[config.mk]
export PLATFORM = sky130hd
export DESIGN_NAME = lsu_stb_ptr_ctl
export DESIGN_NICKNAME = d
export VERILOG_FILES = /design/src/rtl/lsu_stb_pkg.sv /design/src/rtl/lsu_stb_ptr.sv /design/src/rtl/lsu_stb_ptr_ctl.sv
export SDC_FILE = /design/constraint.sdc
export NUM_CORES = 1
export LEC_CHECK = 0
export BUFFER_PORTS_ARGS = -buffer_cell sky130_fd_sc_hd__clkbuf_2
export CORE_UTILIZATION = 50
export CTS_BUF_LIST = sky130_fd_sc_hd__clkbuf_16
export DETAILED_ROUTE_END_ITERATION = 7
export PLACE_DENSITY = 0.8
export SLEW_MARGIN = 20
export SYNTH_ARGS = -nofsm -noshare
export SYNTH_HDL_FRONTEND = slang
export SYNTH_SLANG_ARGS = --single-unit
[constraint.sdc]
create_clock -name rclk -period 6.6 [get_ports rclk]
set_clock_uncertainty 0.05 [all_clocks]
set_input_delay 0.66 -clock rclk [delete_from_list [all_inputs] [get_ports rclk]]
set_output_delay 0.66 -clock rclk [all_outputs]
set_load 0.02 [all_outputs]
[src/rtl/lsu_stb_pkg.sv]
// lsu_stb_pkg: shared store-buffer sizing and pointer type
package lsu_stb_pkg;
  localparam int STB_DEPTH = 8;
  localparam int STB_PTRW = 3;
  typedef logic [STB_PTRW:0] stb_ptr_t;
endpackage

[src/rtl/lsu_stb_ptr.sv]
// lsu_stb_ptr: wrap-bit pointer register with increment/decrement enables
module lsu_stb_ptr #(
  parameter int W = 4
) (
  input  logic         clk,
  input  logic         rst,
  input  logic         inc,
  input  logic         dec,
  output logic [W-1:0] ptr
);
  always_ff @(posedge clk) begin
    if (rst) ptr <= '0;
    else ptr <= ptr + W'(inc) - W'(dec);
  end
endmodule

[src/rtl/lsu_stb_ptr_ctl.sv]
// lsu_stb_ptr_ctl: store buffer allocation, commit/rollback, in-order issue and dealloc
module lsu_stb_ptr_ctl
  import lsu_stb_pkg::*;
#(
  parameter int DEPTH = STB_DEPTH,
  parameter int PTRW = STB_PTRW
) (
  input  logic            rclk,
  input  logic            reset,
  input  logic            st_wr_m,
  input  logic            st_flush_w,
  input  logic            pcx_grant,
  input  logic            cpx_st_ack,
  output logic [DEPTH-1:0] stb_clk_en_l,
  output logic [PTRW-1:0] stb_wrptr,
  output logic [DEPTH-1:0] stb_valid,
  output logic            stb_full,
  output logic            stb_empty,
  output logic [PTRW:0]   stb_cnt,
  output logic            stb_pcx_rq_vld,
  output logic [PTRW-1:0] stb_pcx_rq_ptr,
  output logic            stb_ovfl_err,
  output logic            stb_unfl_err
);
  logic [PTRW:0] wptr, iptr, dptr;
  logic [DEPTH-1:0] commit;
  logic [PTRW-1:0] wr_idx, idx;
  logic wr_w, flush, replace, wr_acc, grant, ack;
  assign flush = wr_w && st_flush_w;
  assign replace = flush && st_wr_m;
  assign stb_full = (wptr[PTRW-1:0] == dptr[PTRW-1:0]) && (wptr[PTRW] != dptr[PTRW]);
  assign wr_acc = st_wr_m && (!stb_full || replace);
  assign idx = replace ? wptr[PTRW-1:0] - PTRW'(1) : wptr[PTRW-1:0];
  assign stb_wrptr = idx;
  assign stb_clk_en_l = (reset || !wr_acc) ? '1 : ~(DEPTH'(1) << idx);
  assign stb_cnt = wptr - dptr;
  assign stb_empty = stb_cnt == '0;
  assign stb_pcx_rq_ptr = iptr[PTRW-1:0];
  assign stb_pcx_rq_vld = (iptr != wptr) && commit[iptr[PTRW-1:0]];
  assign grant = pcx_grant && stb_pcx_rq_vld;
  assign ack = cpx_st_ack && (dptr != iptr);
  lsu_stb_ptr #(.W(PTRW+1)) u_wptr (.clk(rclk), .rst(reset), .inc(wr_acc && !replace), .dec(flush && !st_wr_m), .ptr(wptr));
  lsu_stb_ptr #(.W(PTRW+1)) u_iptr (.clk(rclk), .rst(reset), .inc(grant), .dec(1'b0), .ptr(iptr));
  lsu_stb_ptr #(.W(PTRW+1)) u_dptr (.clk(rclk), .rst(reset), .inc(ack), .dec(1'b0), .ptr(dptr));
  always_ff @(posedge rclk) begin
    if (reset) begin
      stb_valid <= '0;
      commit <= '0;
      wr_w <= 1'b0;
      wr_idx <= '0;
      stb_ovfl_err <= 1'b0;
      stb_unfl_err <= 1'b0;
    end else begin
      if (ack) begin
        stb_valid[dptr[PTRW-1:0]] <= 1'b0;
        commit[dptr[PTRW-1:0]] <= 1'b0;
      end
      if (wr_w) begin
        if (st_flush_w) stb_valid[wr_idx] <= 1'b0;
        else commit[wr_idx] <= 1'b1;
      end
      if (wr_acc) begin
        stb_valid[idx] <= 1'b1;
        commit[idx] <= 1'b0;
      end
      wr_w <= wr_acc;
      wr_idx <= idx;
      stb_ovfl_err <= stb_ovfl_err || (st_wr_m && !wr_acc);
      stb_unfl_err <= stb_unfl_err || (cpx_st_ack && !ack);
    end
  end
endmodule

After elaboration in Yosys (flattened, before gate mapping)
Cells that the tools add are included.
{ "op_classes": {"addsub": 6, "order_cmp": 7, "eq_ne": 4, "shifts": 1, "mux": 22, "bitwise_logic": 10, "reduce_logical": 24} }
{ "ops": {"columns": ["op", "count"], "rows": [
  ["$mux 8", 13],
  ["$and 8x8->8", 4],
  ["$not 8->8", 4],
  ["$lt 3x4->1 const B", 4],
  ["$or 8x8->8", 2],
  ["$logic_and 1x1->1", 14],
  ["$add 4x1->4", 3],
  ["$demux 1 s3", 3],
  ["$ge 3x1->1 const B", 3],
  ["$ne 4x4->1", 2],
  ["$shl 1x3->8 const A", 1],
  ["$logic_not 1->1", 5],
  ["$logic_not 4->1", 1],
  ["$logic_or 1x1->1", 4],
  ["$mux 1", 4],
  ["$sub 4x1->4", 1],
  ["$sub 4x4->4", 1],
  ["$bmux 1 s3", 1],
  ["$eq 3x3->1", 1],
  ["$mux 3", 1],
  ["$sub 3x1->3 const B", 1],
  ["$ne 1x1->1", 1]
]} }
{ "word_totals": {"regBits": 34, "in_bits": 6} }

Depth between registers and ports, before layout
{ "logic_depth": {"word_depth": 14, "ltp_mapped": 11, "depth_no_buf": 10} }

Cells and area by module
A second synthesis with hierarchy kept.
{ "unflattened": {"hier_cells": 270, "area_unflattened_um2": 2313.5} }
{ "modules_own_cells": {"columns": ["module", "instances", "cells_per_inst", "area_per_inst_um2", "seq_area_each_um2"], "rows": [
  ["lsu_stb_ptr_ctl", 1, 195, 1607.8, 440.4],
  ["lsu_stb_ptr", 3, 25, 235.2, 80.1]
]} }

Worst setup path before layout
OpenSTA, ideal clock, no wires.
{ "synth_path": {"path_kind": "flip-flop to output port", "start": "reg u_dptr.ptr[1]", "end": "out stb_empty", "t_arrival_ps": 2219, "required_time_ps": 5890, "slack_ps": 3671, "path_stages_with_launch": 8, "n_path_buf": 1, "cell_sequence": "dfxtp_1 clkbuf_1 inv_1 ha_1 a21o_1 a21oi_1 xnor2_1 nor4_1"} }
{ "synth_between": {"elab_chain_cells": 2} }
{ "synth_lines": {"columns": ["item", "line_no", "source"], "rows": [
  ["from (decl)", "lsu_stb_ptr.sv:9", "output logic [W-1:0] ptr"],
  ["from (signal assigned)", "lsu_stb_ptr.sv:13", "else ptr <= ptr + W'(inc) - W'(dec);"],
  ["$sub 4x4->4", "lsu_stb_ptr_ctl.sv:36", "assign stb_cnt = wptr - dptr;"],
  ["net stb_cnt[3]", "lsu_stb_ptr_ctl.sv:19", "output logic [PTRW:0] stb_cnt,"],
  ["$logic_not 4->1", "lsu_stb_ptr_ctl.sv:37", "assign stb_empty = stb_cnt == '0;"],
  ["to (decl)", "lsu_stb_ptr_ctl.sv:18", "output logic stb_empty,"]
]} }
The timed path passes the listed nets, and every way through them passes these cells.

Final worst setup path
{ "layout_path": {"start": "reg u_dptr.ptr[2]", "end": "out stb_clk_en_l[0]"} }
{ "layout_between": {"elab_chain_cells": 8} }
{ "layout_lines": {"columns": ["item", "line_no", "source"], "rows": [
  ["$eq 3x3->1", "lsu_stb_ptr_ctl.sv:31", "assign stb_full = (wptr[PTRW-1:0] == dptr[PTRW-1:0]) && (wptr[PTRW] != dptr[PTRW]);"],
  ["$logic_and 1x1->1", "lsu_stb_ptr_ctl.sv:31", null],
  ["$logic_not 1->1", "lsu_stb_ptr_ctl.sv:32", "assign wr_acc = st_wr_m && (!stb_full || replace);"],
  ["$logic_or 1x1->1", "lsu_stb_ptr_ctl.sv:32", null],
  ["$logic_and 1x1->1", "lsu_stb_ptr_ctl.sv:32", null],
  ["$logic_not 1->1", "lsu_stb_ptr_ctl.sv:35", "assign stb_clk_en_l = (reset || !wr_acc) ? '1 : ~(DEPTH'(1) << idx);"],
  ["$logic_or 1x1->1", "lsu_stb_ptr_ctl.sv:35", null],
  ["$mux 8", "lsu_stb_ptr_ctl.sv:35", null],
  ["to (decl)", "lsu_stb_ptr_ctl.sv:14", "output logic [DEPTH-1:0] stb_clk_en_l,"]
]} }
Every way passes these cells.

==> summary.md <==
| Metric | Value |
|---|---|
| Std cell rows | 23 |
| Via count | 1859 |
| CTS Buffer Depth | 2 |
| Grt total ovfl | 0 |
| PortBufs | 36 |
| Crit-path cells | inv_1 > ha_1 > nand3_1 > o21ai_1 > mux2_2 > or3_4 > clkbuf_2 |
| P&R area growth vs syn | 13.6% |
| TritonCTS Buffers | 5 |
| Hold Vio Cnt, Final | 0 |
| Residual DRC | 0 |
| Critical path required time | 5.89 ns |
| Fin crit period | 3.23 ns |
| Crit path capture type | primary output |
| Largest net degree at the start of global routing | 31 |
| Synth top area cells | dfxtp_1, ha_1, xnor2_1 |
| Crit Path Category | flop to primary output |
| Maximum fanout along the worst path | 10 |
| Clk sinks | 34 |
| # diodes | 0 |
| Fmax | 310 MHz |
| GRT Resource Usage Total | 0.249 |
| Final setup fails | 0 |
| Final wirelength | 5030 um |
| Slowest-stage cell, CP | dfxtp_1 |
| Startpoint of the worst hold path | stb_valid[5] |
| Post-Route Utilization | 0.594 |
| Tot Pwr | 802 uW |
| Clk Latency, worst-skew pair | 0.28 ns |
| Root Buffer | clkbuf_16 |
| Unrepaired setup endpoints after global routing | false |
| Power density over cell area | 335 mW/mm2 |
| Yosys top cell area share | 0.323 |
| Final Wtd Congestion | 0.928 |
| Synth Warn # | 0 |
| Resize count post-CTS | 0 |
| Sequential share of the synthesized area | 0.323 |
| Max-Cap Viols | 0 |
| Slew Viols, Final | 0 |
| Most frequent cells in the layout | clkbuf_2, dfxtp_1, nor2_1 |
| R2r endpoint | u_wptr.ptr[1] |
| Initial core utilization | 0.523 |
| Final non-filler cell area | 0.00239 mm2 |
| Peak supply drop | 222 uV |
| Clock-pin slew on the worst setup and hold paths | 0.05 ns |
| Non-Filler Instances | 314 |
| Nets@finish | 282 |
| Most common cell after layout, fill and taps aside | clkbuf_2 |
| Fillers | 346 |
| Post-CTS Hold Fix Bufs | 0 |
| I/O pin count | 37 |
| Hold Crit Class | flop to flop |
| CTS tree | yes |
| Final WS setup | 3.37 ns |
| Synth Instances | 236 |
| Fraction of registers with async set/reset | 0 |
| Core box area | 0.00403 mm2 |
| Vias per cell | 5.92 |
| Crit path to | stb_clk_en_l[0] |
| First-pass GRT wire length | 8180 um |
| Setup Total Neg Slack | 0 ns |
| Leakage | 0.970 nW |
| CP max stage delay | 0.56 ns |
| Avg WL per Cell | 16.0 um |
| Die area | 0.00448 mm2 |
| Ys flop type | dfxtp_1 |
| Area post-placement | 0.00226 mm2 |
| Ratio of cells with drive above 1 in the final layout | 0.227 |
| Worst R2R Setup Slack | 4.02 ns |
| Hpwl dp | 3730 um |
| Initial antenna violation count | 0 |
| DP Cell Count | 306 |
| Die Span X | 66.9 um |
| Hold WS | 0.417 ns |
| Data arrival time of the worst path | 2.52 ns |
| Slew HR | 0.578 |
| Worst Setup Start Kind | flop |
| TritonRoute pass-1 iters | 4 |
| Status | finished, final reports clean |
| Worst slew pin tran | 0.633 ns |
| Reg-to-Reg Start | u_dptr.ptr[2] |
| Post-synth EDFFs | 0 |
| Final period utilization | 0.489 |
| Critical Path Start | u_dptr.ptr[2] |
| Mean post-synth cell area | 8.93 um2 |
| Die Height | 66.9 um |
| Synth area leader | dfxtp_1 |
| Cell variety after synth | 55 |
| Postcts setup bufs | 0 |
| Antenna-violating nets left | 0 |
| DRT iter0 DRCs | 128 |
| Syn nets | 255 |
| H-tree Lvls | 2 |
| Vias in the first global route | 1700 |
| R2R cell count | 8 |
| Synth Register Bits | 34 |
| Mapped Area | 0.00211 mm2 |
| Dpl ws | 3.64 ns |
[sequential cells by signal, indices dropped and copies added (netlist names)]
| signal | cells |
|---|---|
| stb_unfl_err | 1 |
| commit | 8 |
| stb_ovfl_err | 1 |
| u_iptr.ptr | 4 |
| wr_w | 1 |
| stb_valid | 8 |
| wr_idx | 3 |
| u_dptr.ptr | 4 |
| u_wptr.ptr | 4 |
[worst min-delay path by stage]
| stage | to | slack [ns] | cells after the start |
|---|---|---|---|
| finish | stb_valid[5] | 0.42 | 2 |
| global route | stb_valid[5] | 0.43 | 2 |
| CTS | stb_valid[5] | 0.41 | 2 |
| detailed placement | stb_valid[5] | 0.40 | 2 |
| global placement | stb_valid[5] | 0.40 | 2 |
| floorplan | commit[4] | 0.39 | 2 |
[synth_stat cells (3+ instances only)]
cell,number
nor3_1,7
buf_2,6
ha_1,11
o21ai_0,7
nand3_1,15
nand2b_1,3
and2_1,4
a21oi_1,8
a311oi_1,4
nand4_1,4
xor2_1,6
inv_1,12
or3_4,3
nor2_1,19
xnor2_1,13
nor2b_1,9
buf_4,5
nand2_1,14
dfxtp_1,34
[metal layers]
layer  track usage  wire [um]
met5             0          0
met4        0.0984         79
met3        0.0531        355
met2         0.381       2300
met1         0.337       2290
[where the power goes]
| group | leakage (nW) | switching [mW] | internal (mW) |
|---|---|---|---|
| clock | 0.0724 | 0.0855 | 0.136 |
| sequential | 0.276 | 0.0348 | 0.229 |
| combinational | 0.622 | 0.193 | 0.123 |
| total | 0.970 | 0.313 | 0.489 |
[cell type report]
cell class                 instances  area, um2  area share
clock buffer                       5        125      0.0522
clock inverter                     3       12.5     0.00522
inverter                          13       53.8      0.0225
multi-input combinational        173       1280       0.534
sequential                        34        681       0.284
tap                               50       62.6      0.0261
timing repair buffer              36        180      0.0752
[cell families (layout without fill, tap and decap cells)]
kind of cell | after synthesis | in the layout | synth area share
simple gates | 90 | 90 | 0.237
mux | 5 | 5 | 0.0392
xor+xnor | 21 | 21 | 0.0944
fa+ha+maj | 13 | 13 | 0.0843
buf+inv | 29 | 57 | 0.0700
compound gates | 44 | 44 | 0.152
flops | 34 | 34 | 0.323
[worst max-delay path, delay by kind of cell (launching register included)]
| kind | cells | cell delay (ns) |
|---|---|---|
| adder cells (fa/ha/maj) | 1 | 0.36 |
| AO/OA/AOI/OAI | 1 | 0.12 |
| AND/OR/NAND/NOR | 2 | 0.53 |
| flip-flops | 1 | 0.56 |
| buffers and inverters | 2 | 0.32 |
| multiplexers | 1 | 0.35 |
Power figures use the tool's default switching activity.
